===== config.mk =====
export PLATFORM = sky130hd
export DESIGN_NAME = cpu_run_ctrl
export DESIGN_NICKNAME = d
export VERILOG_FILES = /design/src/rtl/cpu_run_ctrl_pkg.sv /design/src/rtl/cpu_run_bp_cmp.sv /design/src/rtl/cpu_run_ctrl.sv
export SDC_FILE = /design/constraint.sdc
export NUM_CORES = 1
export LEC_CHECK = 0
export CORE_MARGIN = 5
export CORE_UTILIZATION = 30
export DETAILED_ROUTE_END_ITERATION = 6
export MAX_ROUTING_LAYER = met4
export SLEW_MARGIN = 5
export SYNTH_ARGS = -nofsm -noshare
export SYNTH_HDL_FRONTEND = slang
export SYNTH_SLANG_ARGS = --single-unit
export TNS_END_PERCENT = 10

===== constraint.sdc =====
create_clock -name clk -period 6.2 [get_ports clk]
set_input_delay 0.93 -clock clk [delete_from_list [all_inputs] [get_ports clk]]
set_output_delay 0.93 -clock clk [all_outputs]
set_load 0.02 [all_outputs]

===== src/rtl/cpu_run_ctrl_pkg.sv =====
// Shared definitions for the debug-controlled CPU clock sequencer:
// command opcodes, stop codes and the run-control state encoding.
package cpu_run_ctrl_pkg;

  localparam logic RC_OP_STEP = 1'b0;
  localparam logic RC_OP_RUN  = 1'b1;

  typedef enum logic [1:0] {
    RC_STOP_NONE = 2'd0,
    RC_STOP_CNT  = 2'd1,
    RC_STOP_BP   = 2'd2,
    RC_STOP_HALT = 2'd3
  } rc_stop_e;

  typedef enum logic [1:0] {
    RC_ST_IDLE = 2'd0,
    RC_ST_LOW  = 2'd1,
    RC_ST_HIGH = 2'd2,
    RC_ST_FIN  = 2'd3
  } rc_state_e;

endpackage


===== src/rtl/cpu_run_bp_cmp.sv =====
// PC breakpoint register bank with write port and combinational hit compare.
// Writes to an index at or beyond NUM_BP are dropped; the compare always
// sees the register contents from before a same-cycle write.
module cpu_run_bp_cmp #(
  parameter int NUM_BP = 4
) (
  input  logic        clk,
  input  logic        rstn,
  input  logic        bp_we,
  input  logic [2:0]  bp_idx,
  input  logic [31:0] bp_addr,
  input  logic        bp_en,
  input  logic [31:0] pc_chk,
  output logic        bp_hit
);

  logic [31:0]       addr_q [NUM_BP];
  logic [NUM_BP-1:0] en_q;

  // Breakpoint registers; only slots that exist can match bp_idx.
  always_ff @(posedge clk or negedge rstn) begin
    if (!rstn) begin
      for (int i = 0; i < NUM_BP; i++) addr_q[i] <= '0;
      en_q <= '0;
    end else begin
      for (int i = 0; i < NUM_BP; i++) begin
        if (bp_we && (bp_idx == 3'(i))) begin
          addr_q[i] <= bp_addr;
          en_q[i]   <= bp_en;
        end
      end
    end
  end

  // Any enabled slot matching the current PC raises a hit.
  always_comb begin
    bp_hit = 1'b0;
    for (int i = 0; i < NUM_BP; i++) begin
      if (en_q[i] && (addr_q[i] == pc_chk)) bp_hit = 1'b1;
    end
  end

endmodule


===== src/rtl/cpu_run_ctrl.sv =====
// Debug CPU clock sequencer: emits clk_cpu pulses for STEP (N pulses) or RUN
// (until breakpoint or halt). clk_cpu is a register, so it is glitch-free and
// each phase lasts exactly HALF_PER clk cycles.
//
//  state | meaning
//  IDLE  | waiting for a command, clk_cpu low, cmd_rdy high
//  LOW   | clk_cpu low phase; stop conditions evaluated on its last cycle
//  HIGH  | clk_cpu high phase; STEP count consumed on its last cycle
//  FIN   | one-cycle completion, done high, stop_code valid
module cpu_run_ctrl
  import cpu_run_ctrl_pkg::*;
#(
  parameter int NUM_BP   = 4,
  parameter int CNT_W    = 16,
  parameter int HALF_PER = 2
) (
  input  logic             clk,
  input  logic             rstn,
  input  logic             cmd_vld,
  output logic             cmd_rdy,
  input  logic             cmd_op,
  input  logic [CNT_W-1:0] cmd_cnt,
  input  logic             halt_req,
  input  logic             bp_we,
  input  logic [2:0]       bp_idx,
  input  logic [31:0]      bp_addr,
  input  logic             bp_en,
  input  logic [31:0]      pc_chk,
  output logic             clk_cpu,
  output logic             busy,
  output logic             done,
  output logic [1:0]       stop_code,
  output logic [31:0]      cyc_run
);

  localparam int              HP_W    = (HALF_PER > 1) ? $clog2(HALF_PER) : 1;
  localparam logic [HP_W-1:0] HP_LOAD = HP_W'(HALF_PER - 1);

  rc_state_e        state;
  logic [HP_W-1:0]  hp_cnt;
  logic [CNT_W-1:0] remain;
  logic             op_run;
  logic             first;
  logic             halt_lat;
  logic             clk_cpu_q;
  logic             done_q;
  rc_stop_e         stop_q;
  logic [31:0]      cyc_q;
  logic             bp_hit;
  logic             hp_last;

  cpu_run_bp_cmp #(.NUM_BP(NUM_BP)) u_bp_cmp (
    .clk     (clk),
    .rstn    (rstn),
    .bp_we   (bp_we),
    .bp_idx  (bp_idx),
    .bp_addr (bp_addr),
    .bp_en   (bp_en),
    .pc_chk  (pc_chk),
    .bp_hit  (bp_hit)
  );

  assign hp_last   = (hp_cnt == '0);
  assign cmd_rdy   = (state == RC_ST_IDLE);
  assign busy      = (state != RC_ST_IDLE);
  assign clk_cpu   = clk_cpu_q;
  assign done      = done_q;
  assign stop_code = stop_q;
  assign cyc_run   = cyc_q;

  // Run-control FSM with half-period down-counter, step counter and edge count.
  // A halt latched late in a phase is acted on at the end of the next LOW
  // phase, so a high pulse is never cut short.
  always_ff @(posedge clk or negedge rstn) begin
    if (!rstn) begin
      state     <= RC_ST_IDLE;
      hp_cnt    <= '0;
      remain    <= '0;
      op_run    <= 1'b0;
      first     <= 1'b0;
      halt_lat  <= 1'b0;
      clk_cpu_q <= 1'b0;
      done_q    <= 1'b0;
      stop_q    <= RC_STOP_NONE;
      cyc_q     <= '0;
    end else begin
      done_q <= 1'b0;
      case (state)
        RC_ST_IDLE: begin
          if (cmd_vld) begin
            state    <= RC_ST_LOW;
            hp_cnt   <= HP_LOAD;
            remain   <= (cmd_cnt == '0) ? CNT_W'(1) : cmd_cnt;
            op_run   <= (cmd_op == RC_OP_RUN);
            first    <= 1'b1;
            halt_lat <= 1'b0;
            cyc_q    <= '0;
            stop_q   <= RC_STOP_NONE;
          end
        end
        RC_ST_LOW: begin
          if (halt_req) halt_lat <= 1'b1;
          if (!hp_last) begin
            hp_cnt <= hp_cnt - HP_W'(1);
          end else if (halt_lat) begin
            state    <= RC_ST_FIN;
            stop_q   <= RC_STOP_HALT;
            done_q   <= 1'b1;
            halt_lat <= 1'b0;
          end else if (op_run && !first && bp_hit) begin
            state    <= RC_ST_FIN;
            stop_q   <= RC_STOP_BP;
            done_q   <= 1'b1;
            halt_lat <= 1'b0;
          end else begin
            state     <= RC_ST_HIGH;
            hp_cnt    <= HP_LOAD;
            first     <= 1'b0;
            clk_cpu_q <= 1'b1;
            cyc_q     <= cyc_q + 32'd1;
          end
        end
        RC_ST_HIGH: begin
          if (halt_req) halt_lat <= 1'b1;
          if (!hp_last) begin
            hp_cnt <= hp_cnt - HP_W'(1);
          end else begin
            clk_cpu_q <= 1'b0;
            hp_cnt    <= HP_LOAD;
            if (!op_run) remain <= remain - CNT_W'(1);
            if (!op_run && (remain == CNT_W'(1))) begin
              state    <= RC_ST_FIN;
              stop_q   <= RC_STOP_CNT;
              done_q   <= 1'b1;
              halt_lat <= 1'b0;
            end else begin
              state <= RC_ST_LOW;
            end
          end
        end
        RC_ST_FIN: begin
          state <= RC_ST_IDLE;
        end
        default: begin
          state <= RC_ST_IDLE;
        end
      endcase
    end
  end

endmodule

==> flow_summary.yaml, run 1 <==
status:
  status: "completed"
placement:
  hpwlAfterDp_um: 19100
  post_dp_cell_area_mm2: 0.0115
  gp_congestion: 0.818
  numPortBuffers: 127
synth:
  synth_adder_area_share_pct: 0.897
  syn_nets: 963
  seq_area_frac_synth_pct: 48.7
  ys_ff_latch: 190
  synth_cell_types: 58
  synth_edf_count: 0
  muxShareOfSynthArea_pct: 16.1
  async_flop_share_pct: 100
  yosys.area_share.simple_pct: 12.4
  avgSynthCellArea_um2: 11.3
  yosys_warnings: 0
  synth_xor_area_share_pct: 11.6
  syn_area_mm2: 0.00977
  synth_compound_area_share_pct: 7.66
  syn_inst: 866
  synth_flop_cell: "dfrtp_1"
  synth_top_family_by_area: "multiplexers"
hold_path:
  hold_class: "input pin to asynchronous set/reset pin"
worst_setup_path:
  rrSetupSlack_ns: 2.39
  critPathKind: "input pin to flop"
  cp_num_buf_inv: 1
  crit_required_ns: 6.51
  start_kind: "input pin"
  critPathMaxStageDelay_ns: 0.87
  critPathArrivalTime_ns: 4.84
  worst_path_most_repeated_cell: "nor4_1"
  cp_slowest_cell: "or2_1"
  r2r_end: "cyc_run[28]"
  crit_chain: "clkdlybuf4s50_1, xor2_1, nor4_1, nand4_1, or3_1, a41oi_2, or2_1, nor4_1, mux2i_1"
  critPathCaptureType: "flop"
  rr_worst_depth: 8
  critPathTopFamily: "simple AND/OR/NAND/NOR gates"
  crit_fanout: 34
  r2r-start: "u_bp_cmp.addr_q[76]"
cells_and_area:
  drive_above_1_share_pct: 18.5
  mostFrequentLayoutCell: "dfrtp_1"
  area_delta_synth_final_pct: 23.3
  fill_cells: 3271
  final_nets: 1074
  final_area_mm2: 0.0121
  mostFrequentLayoutCells: "dfrtp_1, mux2_2, clkdlybuf4s50_1, xnor2_1, nor2_1"
floorplan:
  dieArea_mm2: 0.0363
  ios: 128
  die_x_um: 190
  core-area_mm2: 0.0324
  start_util_pct: 30.2
  fp.dieH_um: 190
  rows: 66
global_route:
  grt.overflow.total: 0
  antenna_found_initial: 1
  use_met2_pct: 23.0
  grt_pass1_vias: 7171
  gr-usage-met3_pct: 2.45
  grt_start_max_net_pins: 69
  use_met1_pct: 20.6
  grt.busiest_layer: "met2"
  gr-usage-all-layers_pct: 15.0
  grt_first_pass_wirelength_um: 41200
clock_network:
  postCtsSetupBuffers: 0
  cts-root-buf: "clkbuf_16"
  clockBufferDepth: 2
  cts_sinks: 190
  htree_levels: 4
  cts_made_buffers: 17
  cts_hold_buf: 0
  clkTransAtPathRegs_ns: 0.07
  clk_latency_ns: 0.43
  cts_resized: 0
  cts_tree: "built"
detailed_routing:
  wl_per_cell_um: 18.3
  dr.pass1.iters: 5
  drt-initial-drc-count: 423
  post-route-drc-count: 0
  routed_wl_um: 26200
  via_per_inst: 4.89
  vias: 6991
  drtAntennaViolNets: 0
timing:
  hold_violations: 0
  rsz0062_at_grt: "no"
  hold_ws_ns: 0.490
  layout_worst_path_cycle_share_pct: 73.0
  fmax_mhz: 221
  finalCriticalPeriod_ns: 4.53
  final-max-slew-violation-count: 0
  max_slew_margin_pct: 20.8
  tns_ns: 0
  worst_pin_slew_ns: 1.19
  clock_skew_ns: 0.0113
  finalSetupViolCount: 0
power:
  fin_total_pwr_mw: 4.12
  ir_worst_vdd_v: 0.000181
  power.leakage_nw: 4.63
  power.density_mw_per_mm2: 342
run:
  cap_violations: 0
synth_stat cells (3+ instances only):
cell / instances / share of area [%]
xnor2_1: 93 / 8.3
clkbuf_1: 32 / 1.2
mux2_2: 133 / 15
nand3b_1: 3 / 0.23
nor4_1: 28 / 1.8
ha_1: 7 / 0.90
nor3_1: 9 / 0.46
a21oi_1: 34 / 1.7
nor2_2: 3 / 0.19
o41ai_1: 4 / 0.36
dfrtp_1: 190 / 49
o22a_1: 17 / 1.5
nor2_1: 45 / 1.7
nand2b_1: 11 / 0.70
xor2_1: 36 / 3.2
nand3_1: 20 / 1.0
nand4_1: 30 / 1.9
buf_6: 3 / 0.35
inv_1: 20 / 0.77
and3_1: 8 / 0.51
o21ai_0: 7 / 0.36
a31oi_1: 8 / 0.51
o21ai_1: 6 / 0.31
or4_1: 4 / 0.31
nand2_1: 42 / 1.6
a41oi_1: 7 / 0.63
mux2i_1: 5 / 0.51
or3_1: 17 / 1.1
a211oi_1: 3 / 0.23
o31ai_1: 3 / 0.23
worst max path at each step:
stage / cells past startpoint / end / slack (ns) / start
after floorplan: 9 / stop_code[1] / 3.23 / pc_chk[2]
after global placement: 9 / cyc_run[28] / 1.27 / pc_chk[12]
after detailed placement: 9 / cyc_run[28] / 1.21 / pc_chk[12]
after CTS: 9 / cyc_run[28] / 1.67 / pc_chk[12]
after global routing: 9 / cyc_run[31] / 1.43 / pc_chk[12]
final: 9 / cyc_run[28] / 1.67 / pc_chk[12]
through the flow:
| step | setup slack [ns] | instances | util [%] |
|---|---|---|---|
| global route | 1.43 | 1431 | 37.2 |
| floorplan | 3.23 | 866 | - |
| CTS | 1.67 | 1430 | 37.2 |
| detailed placement | 1.21 | 1400 | 35.5 |
| finish | 1.67 | 1431 | 37.2 |
| global placement | 1.27 | 1400 | 35.5 |
worst reg2reg max path, cell delays in order (launching register included):
cell	delay (ns)
dfrtp_1	0.39
xor2_1	0.14
nor4_1	0.65
nand4_1	0.24
or3_1	0.49
a41oi_2	0.53
or2_1	0.88
nor4_1	0.20
mux2i_1	0.16
layer usage:
metal	share of wire, %	routed length [µm]	vias to the layer above
met4	1.5	393	0
li1	-	-	3337
met1	48	12600	3489
met2	47	12400	141
met3	3.2	846	24
met5	0	0	-
layout make-up:
type / instances / area, µm² / area share [%]
Antenna cell: 1 / 2.50 / 0.0208
Sequential cell: 190 / 4750 / 39.5
Inverter: 20 / 75.1 / 0.623
Clock buffer: 20 / 457 / 3.79
Timing Repair Buffer: 133 / 1320 / 11.0
Multi-Input combinational cell: 615 / 4780 / 39.7
Clock inverter: 10 / 106 / 0.883
Tap cell: 442 / 553 / 4.59
logic make-up after synthesis:
kind of cell / Yosys count
adder cells (fa/ha/maj): 7
AO/OA/AOI/OAI: 108
multiplexers: 140
XOR/XNOR: 129
buffers and inverters: 61
flip-flops: 190
AND/OR/NAND/NOR: 231
flip-flops by register name, summed over array words and instances, names as in the netlist:
| register | flops |
|---|---|
| u_bp_cmp.addr_q | 128 |
| state | 2 |
| cyc_run | 32 |
| halt_lat | 1 |
| clk_cpu | 1 |
| op_run | 1 |
| hp_cnt | 1 |
| stop_code | 2 |
| first | 1 |
| done | 1 |
| u_bp_cmp.en_q | 4 |
| remain | 16 |
report_power, final:
part	internal (mW)	switching, mW
clock network	0.579	0.494
logic	0.594	0.695
registers	1.52	0.233
Power figures use the tool's default switching activity.
==> run 2: changes to the inputs <==
- clock period: 6.2 -> 3.7 ns (I/O delays scaled with it)
==> run 2 against run 1 <==
Net effect:
- first-iteration DRC count decreased by 13%
- routed wire length about the same
- clock skew up 0.0019 ns
- sequential share of layout area decreased by 0.64 points
- power up 73%
- critical endpoint is now stop_code[0]
- largest power group unchanged
==> flow_summary.yaml, run 2 (synthesized netlist as in run 1, its figures left out) <==
status:
  status: "completed"
timing:
  rsz0062_at_grt: "no"
  final-max-slew-violation-count: 0
  tns_ns: 0
  worst_pin_slew_ns: 1.01
  finalSetupViolCount: 0
  layout_worst_path_cycle_share_pct: 88.3
  hold_ws_ns: 0.0720
  timing.final.ws_setup_ns: 0.434
  finalCriticalPeriod_ns: 3.27
  hold_violations: 0
  clock_skew_ns: 0.0133
  max_slew_margin_pct: 32.5
  fmax_mhz: 306
power:
  power.density_mw_per_mm2: 581
  power.leakage_nw: 4.73
  ir_worst_vdd_v: 0.000349
detailed_routing:
  wl_per_cell_um: 18.1
  drtAntennaViolNets: 0
  via_per_inst: 4.90
  routed_wl_um: 26200
  vias: 7095
  dr.pass1.iters: 4
  drt-initial-drc-count: 366
  post-route-drc-count: 0
global_route:
  grt_first_pass_wirelength_um: 41100
  grt_start_max_net_pins: 67
  grt_pass1_vias: 6952
  grt.overflow.total: 0
  antenna_found_initial: 1
  gr-usage-all-layers_pct: 14.9
placement:
  post_dp_cell_area_mm2: 0.0116
  numPortBuffers: 127
  gp_congestion: 0.824
  post-place-ws_ns: -0.0203
  hpwlAfterDp_um: 19100
floorplan:
  core-area_mm2: 0.0324
  dieArea_mm2: 0.0363
  fp.dieH_um: 190
  ios: 128
  rows: 66
  start_util_pct: 30.2
  die_x_um: 190
worst_setup_path:
  rr_worst_depth: 10
  critPathCaptureType: "flop"
  critPathKind: "input pin to flop"
  r2r-start: "state[0]"
  cp_slowest_cell: "clkdlybuf4s50_1"
  crit_chain: "clkdlybuf4s50_1, xor2_1, nor4_1, nand4_1, or3_1, a41oi_1, buf_4, nor3b_1, nor2_2, mux2_1"
  start_kind: "input pin"
  crit_required_ns: 4.02
  rrSetupSlack_ns: 0.61
  critPathArrivalTime_ns: 3.58
  crit_fanout: 5
  critPathMaxStageDelay_ns: 0.57
  r2r_end: "cyc_run[27]"
cells_and_area:
  mostFrequentLayoutCell: "dfrtp_1"
  area_delta_synth_final_pct: 25.4
  mostFrequentLayoutCells: "dfrtp_1, mux2_2, clkdlybuf4s50_1, xnor2_1, nor2_1"
  regMostFlops: "u_bp_cmp.addr_q"
  final_area_mm2: 0.0122
  drive_above_1_share_pct: 20.0
  largest_reg_flops: 128
  fill_cells: 3190
  final_nets: 1089
clock_network:
  cts_tree: "built"
  clkTransAtPathRegs_ns: 0.08
  cts-root-buf: "clkbuf_16"
  clockBufferDepth: 2
  cts_sinks: 190
  clk_latency_ns: 0.44
  cts_made_buffers: 17
  cts_hold_buf: 0
  postCtsSetupBuffers: 0
  cts_resized: 0
  htree_levels: 4
run:
  cap_violations: 0
hold_path:
  hold_class: "input pin to asynchronous set/reset pin"
==> run 2: power breakdown <==
part	internal (mW)	switching [mW]	total, mW
Sequential	2.55	0.395	2.94
Combinational	1.07	1.18	2.25
Clock	1.01	0.914	1.92
==> run 2: area by class of cell <==
class                   instances  area, µm²  share of cell area (%)
diodes                          1       2.50                  0.0204
clock buffers                  19        453                    3.70
clock inverters                13        170                    1.39
inverters                      20       75.1                   0.613
multi-input cells             615       4780                    39.0
flip-flops and latches        190       4750                    38.8
well taps                     442        553                    4.52
repair buffers                148       1460                    11.9
==> run 2: worst max-delay path: cells and delay by family <==
| family | cells | cell delay, ns |
|---|---|---|
| simple gates | 5 | 1.53 |
| mux | 1 | 0.33 |
| compound gates | 1 | 0.20 |
| buf+inv | 2 | 0.74 |
| xor+xnor | 1 | 0.23 |
==> run 2: through the flow <==
step / instances / power [mW] / utilization (%)
floorplan: 866 / 4.49 / -
global placement: 1415 / 5.18 / 35.9
detailed placement: 1415 / 5.24 / 35.9
CTS: 1447 / 7.19 / 37.8
global route: 1448 / 7.54 / 37.8
finish: 1448 / 7.12 / 37.8
==> run 2: routing by layer <==
layer  GRT usage [%]  vias up  part of all wire [%]
met5               -        -                     0
met4            4.12        0                   1.6
met3            2.53       26                   3.4
met2            22.5      124                    47
met1            20.8     3574                    48
li1                -     3371                     -
==> run 2: how the worst max path moves through the flow <==
stage | endpoint | cells after the start | slack [ns] | startpoint
after floorplan | cyc_run[26] | 11 | 1.09 | state[0]
after global placement | stop_code[0] | 10 | -0.02 | pc_chk[26]
after detailed placement | stop_code[0] | 10 | -0.02 | pc_chk[26]
after CTS | stop_code[0] | 10 | 0.43 | pc_chk[26]
after global routing | cyc_run[22] | 9 | 0.35 | state[0]
final | stop_code[0] | 10 | 0.43 | pc_chk[26]
==> run 3: changes to the inputs <==
- CORE_ASPECT_RATIO: default -> 1.1
==> run 3 against run 2 <==
Net effect:
- final cell count down 0.97%
- clock power about the same
- global-route usage up 0.30 points
- die area about the same
- sequential cell count unchanged
- design area down 0.24%
- non-clock buffer count down 2
- critical path type is now flop to flop
- critical endpoint is now cyc_run[27]
- highest routed layer unchanged
==> flow_summary.yaml, run 3 (synthesized netlist as in run 1, its figures left out) <==
status:
  status: "completed"
floorplan:
  rows: 69
  die_x_um: 182
  ios: 128
  dieArea_mm2: 0.0363
  fp.dieH_um: 199
  start_util_pct: 30.3
  core-area_mm2: 0.0322
placement:
  hpwlAfterDp_um: 19500
  post-place-ws_ns: 0.267
  numPortBuffers: 127
  gp_congestion: 0.820
cells_and_area:
  utilization_pct: 37.9
  drive_above_1_share_pct: 19.8
  final_nets: 1087
  fill_cells: 3174
  mostFrequentLayoutCells: "dfrtp_1, mux2_2, clkdlybuf4s50_1, xnor2_1, nor2_1"
  area_delta_synth_final_pct: 25.1
  multi_input_area_mm2: 0.00478
  regArea_mm2: 0.00475
  mostFrequentLayoutCell: "dfrtp_1"
  regMostFlops: "u_bp_cmp.addr_q"
  largest_reg_flops: 128
global_route:
  gr-usage-all-layers_pct: 15.2
  grt.overflow.total: 0
  grt_first_pass_wirelength_um: 42400
  grt_start_max_net_pins: 68
  grt_pass1_vias: 7525
  antenna_found_initial: 5
detailed_routing:
  post-route-drc-count: 0
  vias: 7108
  drtAntennaViolNets: 0
  dr.pass1.iters: 5
  via_per_inst: 4.96
  drt-initial-drc-count: 390
  routed_wl_um: 26400
  wl_per_cell_um: 18.4
clock_network:
  postCtsSetupBuffers: 0
  cts_hold_buf: 0
  cts_tree: "built"
  cts_sinks: 190
  clockBufferDepth: 2
  cts_resized: 0
  cts_made_buffers: 17
  cts-root-buf: "clkbuf_16"
  clk_latency_ns: 0.43
  clkTransAtPathRegs_ns: 0.08
  htree_levels: 4
worst_setup_path:
  critPathArrivalTime_ns: 3.42
  critPathKind: "flop to flop"
  crit_required_ns: 4.06
  crit_fanout: 34
  start_kind: "flop"
  critPathCaptureType: "flop"
power:
  power.density_mw_per_mm2: 581
  power.leakage_nw: 4.72
  ir_worst_vdd_v: 0.000370
  fin_total_pwr_mw: 7.10
run:
  cap_violations: 0
hold_path:
  hold_class: "input pin to asynchronous set/reset pin"
timing:
  worst_pin_slew_ns: 0.616
  tns_ns: 0
  finalSetupViolCount: 0
  layout_worst_path_cycle_share_pct: 82.5
  final-max-slew-violation-count: 0
  hold_violations: 0
  clock_skew_ns: 0.0168
  timing.final.ws_setup_ns: 0.648
  max_slew_margin_pct: 58.8
  rsz0062_at_grt: "no"
  fmax_mhz: 328
  finalCriticalPeriod_ns: 3.05
==> run 3: changes by cell type in the layout (fill, tap and decap cells not counted) <==
cell	before	now
clkinv_4	3	0
bufinv_16	1	2
inv_8	2	3
buf_12	2	3
clkinvlp_4	0	2
clkbuf_8	3	2
diode_2	1	5
clkinv_2	0	1
inv_6	3	6
clkinv_8	4	0
buf_4	19	16
==> run 3: final timing paths <==
check,from,end,slack (ns),depth (start not counted)
setup reg to reg,state[0],cyc_run[27],0.65,10
min in group clk,stop_code[0],stop_code[0],0.49,1
hold / removal,rstn,u_bp_cmp.addr_q[31],0.1,1
hold reg to reg,stop_code[0],stop_code[0],0.49,1
setup / recovery,state[0],cyc_run[27],0.65,10
max in group asynchronous,rstn,u_bp_cmp.addr_q[126],2.77,2
==> run 3: layer usage <==
layer / GRT usage, % / wire (µm)
met5: - / 0
met4: 3.28 / 310
met3: 2.97 / 1160
met2: 25.5 / 13200
met1: 19.3 / 11700
==> run 3: critical path, cell delays in order, from the launching register on <==
cell and delay [ns]:
dfrtp_1 0.44, inv_1 0.09, ha_1 0.27, inv_1 0.19, nor2_1 0.16, nor2_1 0.29
nand2_1 0.34, or2_1 0.36, buf_12 0.18, or4_1 0.50, a21oi_1 0.15
==> run 3: area by class of cell <==
class	instances	share of cell area, %
tap	426	4.36
sequential	190	38.9
clock buffer	18	3.59
clock inverter	14	1.36
multi-input combinational	615	39.1
timing repair buffer	146	11.9
antenna	5	0.102
inverter	20	0.614
==> run 3: power breakdown <==
part | total (mW) | internal (mW) | switching, mW
Combinational | 2.25 | 1.06 | 1.19
Clock | 1.91 | 1.04 | 0.873
Sequential | 2.94 | 2.55 | 0.384
==> run 3: stage by stage <==
stage               std cells  instance area (µm²)  hold WS (ns)
global route             1434                12200         0.127
finish                   1434                12200        0.0979
CTS                      1429                12200         0.117
global placement         1397                11600         0.479
floorplan                 866                 9770         0.259
detailed placement       1397                11600         0.474
